<file path="src/rtl/serial_subtractor.sv">
// ============================================================================
// serial_subtractor : bit-serial a - b - bo subtractor, one full-subtractor
// cell with a registered borrow, LSB first.            Revision: 1.0
// ============================================================================
`default_nettype none

module serial_subtractor #(
  parameter int WIDTH = 4
) (
  input  logic             clk_in,
  input  logic             rst_in,
  input  logic             start_in,
  input  logic [WIDTH-1:0] a_in,
  input  logic [WIDTH-1:0] b_in,
  input  logic             bo_in,
  output logic             ready_out,
  output logic             busy_out,
  output logic             done_out,
  output logic [WIDTH-1:0] d_out,
  output logic             bo_out,
  output logic             ov_out
);

  localparam int CW = (WIDTH > 2) ? $clog2(WIDTH) : 1;
  localparam logic [CW-1:0] C_LAST = CW'(WIDTH - 1);

  typedef enum logic [0:0] {
    IDLE  = 1'b0,
    SHIFT = 1'b1
  } state_t;

  state_t           state_q,  state_d;
  logic [CW-1:0]    cnt_q,    cnt_d;
  logic [WIDTH-1:0] a_q,      a_d;
  logic [WIDTH-1:0] b_q,      b_d;
  logic [WIDTH-1:0] res_q,    res_d;
  logic             br_q,     br_d;
  logic             a_msb_q,  a_msb_d;
  logic             b_msb_q,  b_msb_d;
  logic [WIDTH-1:0] d_q,      d_d;
  logic             bo_q,     bo_d;
  logic             ov_q,     ov_d;
  logic             done_q,   done_d;

  logic             diff_w;
  logic             br_next_w;

  // Full-subtractor cell on the current LSB of the working operands.
  assign diff_w    = a_q[0] ^ b_q[0] ^ br_q;
  assign br_next_w = (~a_q[0] & b_q[0]) | (~a_q[0] & br_q) | (b_q[0] & br_q);

  always_comb begin
    state_d = state_q;
    cnt_d   = cnt_q;
    a_d     = a_q;
    b_d     = b_q;
    res_d   = res_q;
    br_d    = br_q;
    a_msb_d = a_msb_q;
    b_msb_d = b_msb_q;
    d_d     = d_q;
    bo_d    = bo_q;
    ov_d    = ov_q;
    done_d  = 1'b0;

    case (state_q)
      IDLE: begin
        if (start_in) begin
          a_d     = a_in;
          b_d     = b_in;
          br_d    = bo_in;
          a_msb_d = a_in[WIDTH-1];
          b_msb_d = b_in[WIDTH-1];
          res_d   = '0;
          cnt_d   = '0;
          state_d = SHIFT;
        end
      end
      SHIFT: begin
        a_d   = a_q >> 1;
        b_d   = b_q >> 1;
        res_d = {diff_w, res_q[WIDTH-1:1]};
        br_d  = br_next_w;
        cnt_d = cnt_q + CW'(1);
        if (cnt_q == C_LAST) begin
          d_d     = res_d;
          bo_d    = br_next_w;
          ov_d    = (a_msb_q ^ b_msb_q) & (res_d[WIDTH-1] ^ a_msb_q);
          done_d  = 1'b1;
          state_d = IDLE;
        end
      end
      default: state_d = IDLE;
    endcase
  end

  always_ff @(posedge clk_in or posedge rst_in) begin
    if (rst_in) begin
      state_q <= IDLE;
      cnt_q   <= '0;
      a_q     <= '0;
      b_q     <= '0;
      res_q   <= '0;
      br_q    <= 1'b0;
      a_msb_q <= 1'b0;
      b_msb_q <= 1'b0;
      d_q     <= '0;
      bo_q    <= 1'b0;
      ov_q    <= 1'b0;
      done_q  <= 1'b0;
    end else begin
      state_q <= state_d;
      cnt_q   <= cnt_d;
      a_q     <= a_d;
      b_q     <= b_d;
      res_q   <= res_d;
      br_q    <= br_d;
      a_msb_q <= a_msb_d;
      b_msb_q <= b_msb_d;
      d_q     <= d_d;
      bo_q    <= bo_d;
      ov_q    <= ov_d;
      done_q  <= done_d;
    end
  end

  assign ready_out = (state_q == IDLE);
  assign busy_out  = (state_q == SHIFT);
  assign done_out  = done_q;
  assign d_out     = d_q;
  assign bo_out    = bo_q;
  assign ov_out    = ov_q;

endmodule

`default_nettype wire

</file>
<file path="config.mk">
export PLATFORM = sky130hd
export DESIGN_NAME = serial_subtractor
export DESIGN_NICKNAME = d
export VERILOG_FILES = /design/src/rtl/serial_subtractor.sv
export SDC_FILE = /design/constraint.sdc
export NUM_CORES = 1
export LEC_CHECK = 0
export ABC_AREA = 1
export CAP_MARGIN = 25
export CELL_PAD_IN_SITES_DETAIL_PLACEMENT = 1
export CELL_PAD_IN_SITES_GLOBAL_PLACEMENT = 2
export CORE_ASPECT_RATIO = 1.4
export CORE_MARGIN = 5
export CORE_UTILIZATION = 31
export DETAILED_ROUTE_END_ITERATION = 8
export GPL_ROUTABILITY_DRIVEN = 0
export PLACE_DENSITY_LB_ADDON = 0.25
export SYNTH_ARGS = -nofsm -noshare
export SYNTH_HDL_FRONTEND = slang
export SYNTH_SLANG_ARGS = --single-unit
</file>
<file path="constraint.sdc">
create_clock -name clk_in -period 1.8 [get_ports clk_in]
set_clock_uncertainty 0.05 [all_clocks]
set_input_delay 0.36 -clock clk_in [delete_from_list [all_inputs] [get_ports clk_in]]
set_output_delay 0.36 -clock clk_in [all_outputs]
set_load 0.01 [all_outputs]
</file>
# Word level (Yosys, flattened, before mapping)
# Index checks and enable logic that the tools add are counted.
[word_totals]
ff_bits = 25
latchBits = 0
ramBits = 0
mem_bits_ro = 0
in_bits = 12
out_inout_bits = 9
wordCells = 44
mem_count = 0
[op_classes]
addsub = 1
multipliers = 0
div = 0
magnitude_cmp = 0
eq_ne = 2
n_shift = 0
mux = 15
bitwise = 12
reduce_logical = 2
[ops]
columns = ["op", "n"]
rows = [
  ["4-bit case mux with 2 select lines", 3],
  ["4-bit 2-to-1 mux", 3],
  ["1-bit 2-to-1 mux", 5],
  ["1-bit AND", 4],
  ["1-bit case mux with 2 select lines", 2],
  ["2-bit case mux with 2 select lines", 1],
  ["2-bit AND reduction", 2],
  ["1-bit bitwise XOR", 4],
  ["2-bit by 1-bit adder with 2-bit output (second input constant)", 1],
  ["2-bit equality test (second input constant)", 1],
  ["2-bit 2-to-1 mux", 1],
  ["2-bit inequality test (second input constant)", 1],
  ["1-bit inverter", 2],
  ["1-bit OR", 2],
]

# Depth between registers and ports, before layout
# Gate-level depths: netlist of the first run.
[depth]
word_depth = 5
ltp_mapped = 7

# Worst setup path after synthesis of the first run
# OpenSTA, ideal clock, no wires.
[synth_path]
path_kind = "register to register"
start = "register a_q[0]"
end = "register ov_q (netlist: ov_out)"
setup_time_ns = 0.116
arrival_time_ns = 1.175
required_ns = 1.634
setup_slack_ns = 0.458
stages_incl_launch_ff = 7
n_path_buf = 0
period_less_slack_ns = 1.342
cell_sequence = "dfrtp_1 -> fa_1 -> inv_1 -> nand3_1 -> nand2_1 -> nand2_1 -> nand2_1"
[synth_between]
elab_chain_cells = 4
[synth_rtl]
columns = ["element", "line", "text"]
rows = [
  ["from (decl)", "34", "logic [WIDTH-1:0] a_q, a_d;"],
  ["from (signal assigned)", "101", "a_q <= '0;"],
  ["from (signal assigned)", "114", "a_q <= a_d;"],
  ["1-bit bitwise XOR (2 in series)", "49", "assign diff_w = a_q[0] ^ b_q[0] ^ br_q;"],
  ["net diff_w", "45", "logic diff_w;"],
  ["1-bit bitwise XOR", "88", "ov_d = (a_msb_q ^ b_msb_q) & (res_d[WIDTH-1] ^ a_msb_q);"],
  ["1-bit AND", "88", ""],
  ["to (signal assigned)", "122", "ov_q <= ov_d;"],
  ["to (decl)", "42", "logic ov_q, ov_d;"],
]
# The timed path passes the listed nets, and every way through them passes these cells.
# A chain may end at the register's enable or synchronous reset.

# Worst setup path after layout of the first run
[layout_path]
start = "register state_q (netlist: busy_out)"
end = "output busy_out"
[layout_lines]
columns = ["element", "line", "text"]
rows = [
  ["from (decl)", "32", "state_t state_q, state_d;"],
  ["from (signal assigned)", "112", "state_q <= state_d;"],
  ["to (decl)", "17", "output logic busy_out,"],
]
# No word-level cell between the ends.

==> summary.md, run 1 <==
| Metric | Value |
|---|---|
| Run status | `completed` |
| Crit path max-delay cell type | `clkdlybuf4s50_1` |
| Final Hold Vio Count | `0` |
| CP Launch Type | `register` |
| Reg2reg setup slack | `340 ps` |
| Clk Latency, worst-skew pair | `270 ps` |
| Yosys Warn Count | `0` |
| Critical path depth | `1` |
| CTS tree | `yes` |
| FILL cells | `391` |
| HP Class | `in -> async` |
| Drt pass-1 iters | `4` |
| Crit Path Max Fanout | `3` |
| Clk root buf | `clkbuf_8` |
| Crit path DAT | `1290 ps` |
| Area of the mapped netlist | `1060 µm²` |
| Clock tree buffer depth | `2` |
| Max Cap Viol | `0` |
| Vias | `779` |
| Fmax | `590 MHz` |
| Sw frac | `36.7%` |
| Post-synthesis cell count | `106` |
| NetSw | `788 µW` |
| Synth area leaders | `dfrtp_1 57%, nand2_1 12%, inv_1 5.7%, o21ai_2 4.1%, o211ai_2 3.6%` |
| Vias in the first global route | `850` |
| R2r worst-path depth | `6` |
| Most frequent cells after synthesis | `33 x nand2_1, 24 x dfrtp_1, 16 x inv_1, 6 x nand3_1` |
| Clk network pwr share | `17.2%` |
| Seq/Total Area, Yosys | `56.9%` |
| Total die area | `4690 µm²` |
| Top_reg_cell synth | `dfrtp_1` |
| Setup bufs post-CTS | `0` |
| CTS Buf Count | `3` |
| Antenna-violating nets left | `0` |
| IO Count | `21` |
| Setup TNS | `0 ps` |
| Finished Layout Cells | `169` |
| Multi-input logic area | `353 µm²` |
| Least-Margin Pin Slew | `315 ps` |
| Avg WL per Cell | `12.7 µm` |
| CP Cell Sequence | `clkdlybuf4s50_1` |
| Final setup vio count | `0` |
| Synth cell types | `15` |
| Power per cell area | `1600 nW/µm²` |
| Final Core Density | `40.1%` |
| Final #Nets | `144` |
| Clock transition at path regs | `90 ps` |
| Register area | `601 µm²` |
| Hold-fix buffers, CTS | `0` |
| Top-count cell post-synth | `nand2_1` |
| Critical path type | `reg -> out` |
| Die extent in x | `59.3 µm` |
| Max Slew Vio Count | `0` |
| Syn_area_per_cell | `9.96 µm²` |
| TritonCTS Sinks | `24` |
| Buffers & Inverters on Critical Path | `1` |
| Power Internal | `1.36 mW` |
| Port-buffer cells | `20` |
| Dominant cell type by area after synthesis | `dfrtp_1` |
| Gr ovfl total | `0` |
| Crit path max-delay family | `buffers and inverters` |
| Total Power | `2.15 mW` |
| Initial Util | `31.6%` |
| Synthesized Nets | `120` |
| RSZ-0062 raised after global routing | `no` |
| ANT cells | `0` |
| Worst path required time | `1390 ps` |
| Initial antenna violation count | `0` |
| Final min period | `1700 ps` |
| Reg power frac | `41.3%` |
| Post-Route WL | `2140 µm` |
| CP Capture Type | `output pin` |
| DIE HEIGHT | `79.1 µm` |
| Period utilization | `94.2%` |
| H-tree lvl count | `1` |
| Rows | `25` |
| Placed Area | `1290 µm²` |
| GRT Total Usage | `10.9%` |
| Via density | `4.61` |
| Top-area cell type share of the netlist area | `56.9%` |
| Pin count of the biggest net entering global routing | `25` |
| Design area | `1340 µm²` |
| Layout cells sized above 1 | `14.7%` |
| Yosys reg bits | `24` |
| Peak VDD IR | `703 µV` |
| Post-synth EDFFs | `0` |
| Residual DRC count | `0` |
| Post-DP HPWL | `1630 µm` |
| Slew headroom | `79.0%` |
| Combinational share of power | `41.5%` |
| Asr flop ratio synth | `100%` |
| Drt initial violations | `8` |
| Area growth syn-to-layout | `27.0%` |
| Core Area | `3350 µm²` |
| First-pass GRT wire length | `3910 µm` |
| Pleak | `0.641 nW` |
| CP peak stage delay | `580 ps` |
| DP Cell Count | `165` |
state kept, by name (all words and copies together) (netlist names), 2 cells and up:
register	cells
a_q	4
b_q	4
d_out	4
res_q	3
cnt_q	2
worst paths after layout:
kind	from	end
worst max-delay path	busy_out	busy_out
worst min-delay path	rst_in	cnt_q[1]
worst max register to register	a_q[0]	ov_out
worst min register to register	d_out[0]	d_out[0]
max in group asynchronous	rst_in	d_out[2]
min in group clk_in	d_out[0]	d_out[0]
layer usage:
layer	vias to the layer above	global-route usage, %	wire [µm]
li1	377	-	-
met1	378	13.4	919
met2	19	17.9	1060
met3	5	2.60	120
met4	0	4.08	37
met5	-	0	0
cell families (layout without fill, tap and decap cells):
logic type	Yosys count	count (layout)	synth area share [%]
AO/OA/AOI/OAI	16	16	12.1
adder cells (fa/ha/maj)	2	2	3.08
buffers and inverters	20	43	9.72
flip-flops	24	24	56.9
AND/OR/NAND/NOR	44	44	18.2
final cells by class:
class	count	share of cell area [%]
tap	40	3.73
sequential	24	44.8
inverter	17	5.13
multi-input combinational	62	26.3
clock buffer	4	4.10
timing repair buffer	22	16.0
what timing repair did:
item	4_1_cts	5_1_grt
hold endpoints to repair	0	0
endpoints found under the setup margin	1	0
gates resized for setup	1	0
power groups by stage:
stage / clock network [mW] / registers (mW) / logic [mW]
floorplan: 0 / 0.901 / 0.601
finish: 0.369 / 0.887 / 0.892
global route: 0.406 / 0.922 / 1.01
CTS: 0.383 / 0.892 / 0.916
global placement: 0 / 0.897 / 0.902
detailed placement: 0 / 0.903 / 0.918
metrics by stage:
| stage | worst slack, ps | hold slack, ps |
|---|---|---|
| 6_report | 104 | 388 |
| 3_5_place_dp | 257 | 421 |
| 3_3_place_gp | 309 | 414 |
| 4_1_cts | 81.9 | 402 |
| 2_1_floorplan | 458 | 325 |
| 5_1_grt | 39.6 | 418 |
cells in the final DEF (no fill, tap or decap):
cell / instances
o22ai_1: 5
o211ai_2: 3
fa_1: 1
inv_1: 16
ha_1: 1
clkdlybuf4s50_1: 19
clkbuf_8: 4
nor2_1: 1
nand2_2: 2
nand3_1: 6
dfrtp_1: 24
o21ai_2: 5
buf_4: 2
inv_6: 1
nor2_4: 2
o21ai_0: 3
nand2_1: 33
dlygate4sd2_1: 1
(Power assumes the default switching activity.)
==> run 2, diff against run 1 <==
- CAP_MARGIN: 25 -> 15
- CORE_ASPECT_RATIO: 1.4 -> 1.1
==> summary.md, run 2 (same netlist as run 1, synthesis figures left out) <==
| Metric | Value |
|---|---|
| Pleak | `0.645 nW (+0.60%)` |
| Avg WL per Cell | `12.9 µm (+2.1%)` |
| Period utilization | `95.7% (+1.4 points)` |
| Rows | `22 (-12%)` |
| Hold-fix buffers, CTS | `0 (unchanged)` |
| Drt initial violations | `34 (+26)` |
| WHS | `321 ps (-66.5 ps)` |
| Clk root buf | `clkbuf_4` |
| Antenna-violating nets left | `0 (unchanged)` |
| Final setup vio count | `0 (unchanged)` |
| IO Count | `21 (unchanged)` |
| CTS tree | `yes` |
| Setup bufs post-CTS | `0 (unchanged)` |
| Gr ovfl total | `0 (unchanged)` |
| Max Slew Vio Count | `0 (unchanged)` |
| Most frequent cells in the layout | `33 x nand2_1, 23 x dfrtp_1, 19 x clkdlybuf4s50_1` |
| Critical path type | `reg -> out` |
| Buffers & Inverters on Critical Path | `1 (unchanged)` |
| First-pass GRT wire length | `3630 µm (-7.2%)` |
| CP Cell Sequence | `clkdlybuf4s50_1` |
| ANT cells | `0 (unchanged)` |
| Slew headroom | `79.3% (+0.28 points)` |
| H-tree lvl count | `1 (unchanged)` |
| Core Area | `3300 µm² (-1.3%)` |
| Clk Latency, worst-skew pair | `320 ps (+50 ps)` |
| Most common cell after layout, fill and taps aside | `nand2_1` |
| Die extent in x | `65.7 µm (+11%)` |
| Via density | `4.46 (-3.2%)` |
| RSZ-0062 raised after global routing | `no` |
| GRT Total Usage | `9.98% (-0.89 points)` |
| Worst path required time | `1390 ps (about the same)` |
| Clock transition at path regs | `140 ps (+50 ps)` |
| Post-DP HPWL | `1650 µm (+1.1%)` |
| Setup TNS | `0 ps (unchanged)` |
| Vias | `741 (-4.9%)` |
| Pre-CTS setup slack | `295 ps (+37.2 ps)` |
| Crit path max-delay family | `buffers and inverters` |
| Port-buffer cells | `20 (unchanged)` |
| Final #Nets | `145 (+0.69%)` |
| Final Hold Vio Count | `0 (unchanged)` |
| Crit path DAT | `1310 ps (+20 ps)` |
| Run status | `completed` |
| CP Launch Type | `register` |
| Post-Route WL | `2140 µm (+0.28%)` |
| TritonCTS Sinks | `24 (unchanged)` |
| Max Cap Viol | `0 (unchanged)` |
| Initial Util | `32.0% (+0.42 points)` |
| Least-Margin Pin Slew | `311 ps (-4.25 ps)` |
| CTS Buf Count | `3 (unchanged)` |
| Final min period | `1720 ps (+25.7 ps)` |
| Residual DRC count | `0 (unchanged)` |
| Crit path max-delay cell type | `clkdlybuf4s50_1` |
| Layout cells sized above 1 | `16.2% (+1.4 points)` |
| Total die area | `4680 µm² (-0.32%)` |
| Clock tree buffer depth | `2 (unchanged)` |
| Crit Path Max Fanout | `3 (unchanged)` |
| Final WS setup | `78.2 ps (-25.7 ps)` |
| Area growth syn-to-layout | `27.1% (about the same)` |
| Drt pass-1 iters | `3 (-1)` |
| HP Class | `in -> async` |
| CP Capture Type | `output pin` |
| Pin count of the biggest net entering global routing | `25 (unchanged)` |
| Power per cell area | `1620 nW/µm² (+1.3%)` |
| DIE HEIGHT | `71.2 µm (-9.9%)` |
| Final Core Density | `40.6% (+0.57 points)` |
| Total Power | `2.18 mW (+1.4%)` |
| Vias in the first global route | `834 (-1.9%)` |
| Initial antenna violation count | `0 (unchanged)` |
| FILL cells | `398 (+1.8%)` |
| CP peak stage delay | `570 ps (about the same)` |
| Peak VDD IR | `435 µV (-38%)` |
| Fmax | `581 MHz (-1.5%)` |
[run 2: cell type report]
type                    count  area [µm²]  area share [%]
flip-flops and latches     24         602            44.8
inverters                  17        68.8            5.13
well taps                  36        45.0            3.36
clock buffers               3        22.5            1.68
multi-input cells          62         353            26.3
clock inverters             1        30.0            2.24
repair buffers             23         221            16.5
[run 2: final timing paths]
| kind | startpoint | endpoint | slack (ps) | cells past startpoint |
|---|---|---|---|---|
| worst max-delay path | busy_out | busy_out | 80 | 1 |
| worst min-delay path | rst_in | done_out | 320 | 3 |
| worst max register to register | a_q[0] | ov_out | 350 | 6 |
| worst min register to register | ov_out | ov_out | 450 | 2 |
| max in group asynchronous | rst_in | busy_out | 1120 | 3 |
| min in group clk_in | ov_out | ov_out | 450 | 2 |
[run 2: through the flow]
step | std cells | cell area, µm²
3_5_place_dp | 162 | 1290
6_report | 166 | 1340
5_1_grt | 166 | 1340
2_1_floorplan | 106 | 1060
3_3_place_gp | 162 | 1290
4_1_cts | 166 | 1340
[run 2: report_power, final]
part	total (mW)	leakage (nW)	internal (mW)	switching, mW
combinational	0.898	0.312	0.410	0.489
sequential	0.886	0.305	0.761	0.124
clock	0.395	0.0279	0.225	0.170
[run 2: routing by layer]
layer | part of all wire, % | vias up | global-route usage, %
met5 | 0 | - | 0
met4 | 0.84 | 0 | 4.15
met3 | 2.5 | 2 | 1.88
met2 | 49 | 13 | 17.0
met1 | 48 | 345 | 12.2
li1 | - | 381 | -
[run 2: what timing repair did]
item / in CTS / in global routing
setup endpoints to repair: 1 / 1
pin swaps: 0 / 0
gates resized for setup: 1 / 1
==> run 3, diff against run 2 <==
- CORE_ASPECT_RATIO: 1.1 -> unset
- SETUP_SLACK_MARGIN: unset -> 0.1
==> summary.md, run 3 (same netlist as run 1, synthesis figures left out) <==
| Metric | Value |
|---|---|
| Vias in the first global route | `804 (-3.6%)` |
| Slew headroom | `79.7% (+0.41 points)` |
| Gr ovfl total | `0 (unchanged)` |
| Final #Nets | `147 (+1.4%)` |
| Final WS setup | `155 ps (+77.1 ps)` |
| CTS tree | `yes` |
| Crit path capture | `ready_out` |
| Fmax | `608 MHz (+4.7%)` |
| Layout cells sized above 1 | `16.7% (+0.51 points)` |
| Post-Route WL | `2250 µm (+4.9%)` |
| RSZ-0062 raised after global routing | `no` |
| CP peak stage delay | `400 ps (-170 ps)` |
| Finished Layout Cells | `178 (+7.2%)` |
| Drt pass-1 iters | `2 (-1)` |
| H-tree lvl count | `1 (unchanged)` |
| Area growth syn-to-layout | `30.3%` |
| DIE HEIGHT | `68.4 µm (-4.0%)` |
| R2r startpoint | `busy_out` |
| Total die area | `4670 µm² (about the same)` |
| Crit path max-delay cell type | `dfrtp_1` |
| TritonCTS Sinks | `24 (unchanged)` |
| Avg WL per Cell | `12.6 µm (-2.2%)` |
| GRT Total Usage | `11.3% (+1.3 points)` |
| CP Cell Sequence | `buf_4, inv_6, dlygate4sd2_1` |
| Total Power | `2.21 mW (+1.3%)` |
| Post-DP HPWL | `1680 µm (+2.1%)` |
| WHS | `311 ps (-10.2 ps)` |
| ANT cells | `0 (unchanged)` |
| Most frequent cells in the layout | `33 x nand2_1, 24 x dfrtp_1, 16 x inv_1, 16 x clkdlybuf4s50_1, 6 x nand3_1` |
| Clk root buf | `clkbuf_4` |
| Initial antenna violation count | `0 (unchanged)` |
| R2r endpoint | `ov_out` |
| Hold-fix buffers, CTS | `0 (unchanged)` |
| Clk Latency, worst-skew pair | `320 ps (about the same)` |
| Vias | `783 (+5.7%)` |
| Rows | `21 (-4.5%)` |
| First-pass GRT wire length | `3850 µm (+6.1%)` |
| Pleak | `0.688 nW (+6.7%)` |
| Setup TNS | `0 ps (unchanged)` |
| Antenna-violating nets left | `0 (unchanged)` |
| IO Count | `21 (unchanged)` |
| FILL cells | `401 (+0.75%)` |
| Crit path DAT | `1230 ps (-80 ps)` |
| Port-buffer cells | `20 (unchanged)` |
| Power per cell area | `1600 nW/µm² (-1.2%)` |
| Max Slew Vio Count | `0 (unchanged)` |
| Buffers & Inverters on Critical Path | `3 (+2)` |
| CTS Buf Count | `3 (unchanged)` |
| Die extent in x | `68.4 µm (+4.1%)` |
| Crit Path Max Fanout | `9 (+6)` |
| Worst path required time | `1390 ps (about the same)` |
| Initial Util | `31.9% (-0.072 points)` |
| R2r worst-path depth | `7 (+1)` |
| CP startpoint | `busy_out` |
| Final setup vio count | `0 (unchanged)` |
| Reg2reg setup slack | `310 ps (-40 ps)` |
| Core Area | `3310 µm² (+0.23%)` |
| Pin count of the biggest net entering global routing | `25 (unchanged)` |
| CP Capture Type | `output pin` |
| Final min period | `1640 ps (-77.1 ps)` |
| Period utilization | `91.4% (-4.3 points)` |
| Run status | `completed` |
| Most common cell after layout, fill and taps aside | `nand2_1` |
| Drt initial violations | `20 (-41%)` |
| DP Cell Count | `172 (+6.2%)` |
| Peak VDD IR | `424 µV (-2.6%)` |
| Critical path depth | `3 (+2)` |
| Via density | `4.40 (-1.5%)` |
| Clock tree buffer depth | `2 (unchanged)` |
| Residual DRC count | `0 (unchanged)` |
| Critical path type | `reg -> out` |
| Final Hold Vio Count | `0 (unchanged)` |
| Crit path max-delay family | `buffers and inverters` |
| Least-Margin Pin Slew | `305 ps (-6.19 ps)` |
| HP Class | `in -> async` |
| Max Cap Viol | `0 (unchanged)` |
| Pre-CTS setup slack | `307 ps (+12.6 ps)` |
| CP Launch Type | `register` |
| Clock transition at path regs | `140 ps (about the same)` |
run 3: changes by cell type in the layout (fill, tap and decap cells not counted):
cell             previous run  this run
dfrtp_1                    23        24
dfrtp_2                     1         0
dlymetal6s2s_1              0         3
buf_4                       3         5
clkdlybuf4s50_1            19        16
run 3: worst min path at each step:
stage          endpoint  slack [ps]  depth (start not counted)
5_1_grt        done_out         350                          3
3_5_place_dp   d_out[2]         420                          2
2_1_floorplan   a_msb_q         320                          1
3_3_place_gp     ov_out         410                          2
4_1_cts        d_out[2]         320                          3
6_report       d_out[2]         310                          3
run 3: cell type report:
class                           instances  area (µm²)  area share [%]
Tap cell                               46        57.6            4.18
Inverter                               17        68.8            5.00
Clock buffer                            3        22.5            1.64
Timing Repair Buffer                   25         244            17.7
Clock inverter                          1        30.0            2.18
Multi-Input combinational cell         62         353            25.6
Sequential cell                        24         601            43.6
run 3: power by group:
group / internal (mW) / total [mW] / switching (mW)
combinational: 0.424 / 0.931 / 0.506
clock: 0.225 / 0.399 / 0.174
sequential: 0.760 / 0.877 / 0.117
run 3: timing repair:
action                     in CTS  in global routing
resized for setup               1                  3
buffers inserted                2                  0
setup endpoints to repair       2                  3
pin swaps                       0                  0
run 3: worst reg2reg max path: stages, from the launching register on:
cell and delay (ps):
dfrtp_1 400, buf_4 150, buf_4 130, buf_4 170, nand2_2 230, inv_1 140, nand2_1 90, nand2_1 50
run 3: stage by stage:
step                      cell area [µm²]  util, %
final                                1380     41.6
after global routing                 1380     41.6
after CTS                            1370     41.3
after detailed placement             1300     39.3
after global placement               1300     39.3
after floorplan                      1060        -
run 3: metal layers:
| metal | up-vias | track usage (%) | routed length (µm) |
|---|---|---|---|
| met3 | 5 | 2.30 | 111 |
| met2 | 17 | 17.3 | 1030 |
| met5 | - | 0 | 0 |
| li1 | 383 | - | - |
| met1 | 378 | 15.2 | 1070 |
| met4 | 0 | 5.21 | 42 |
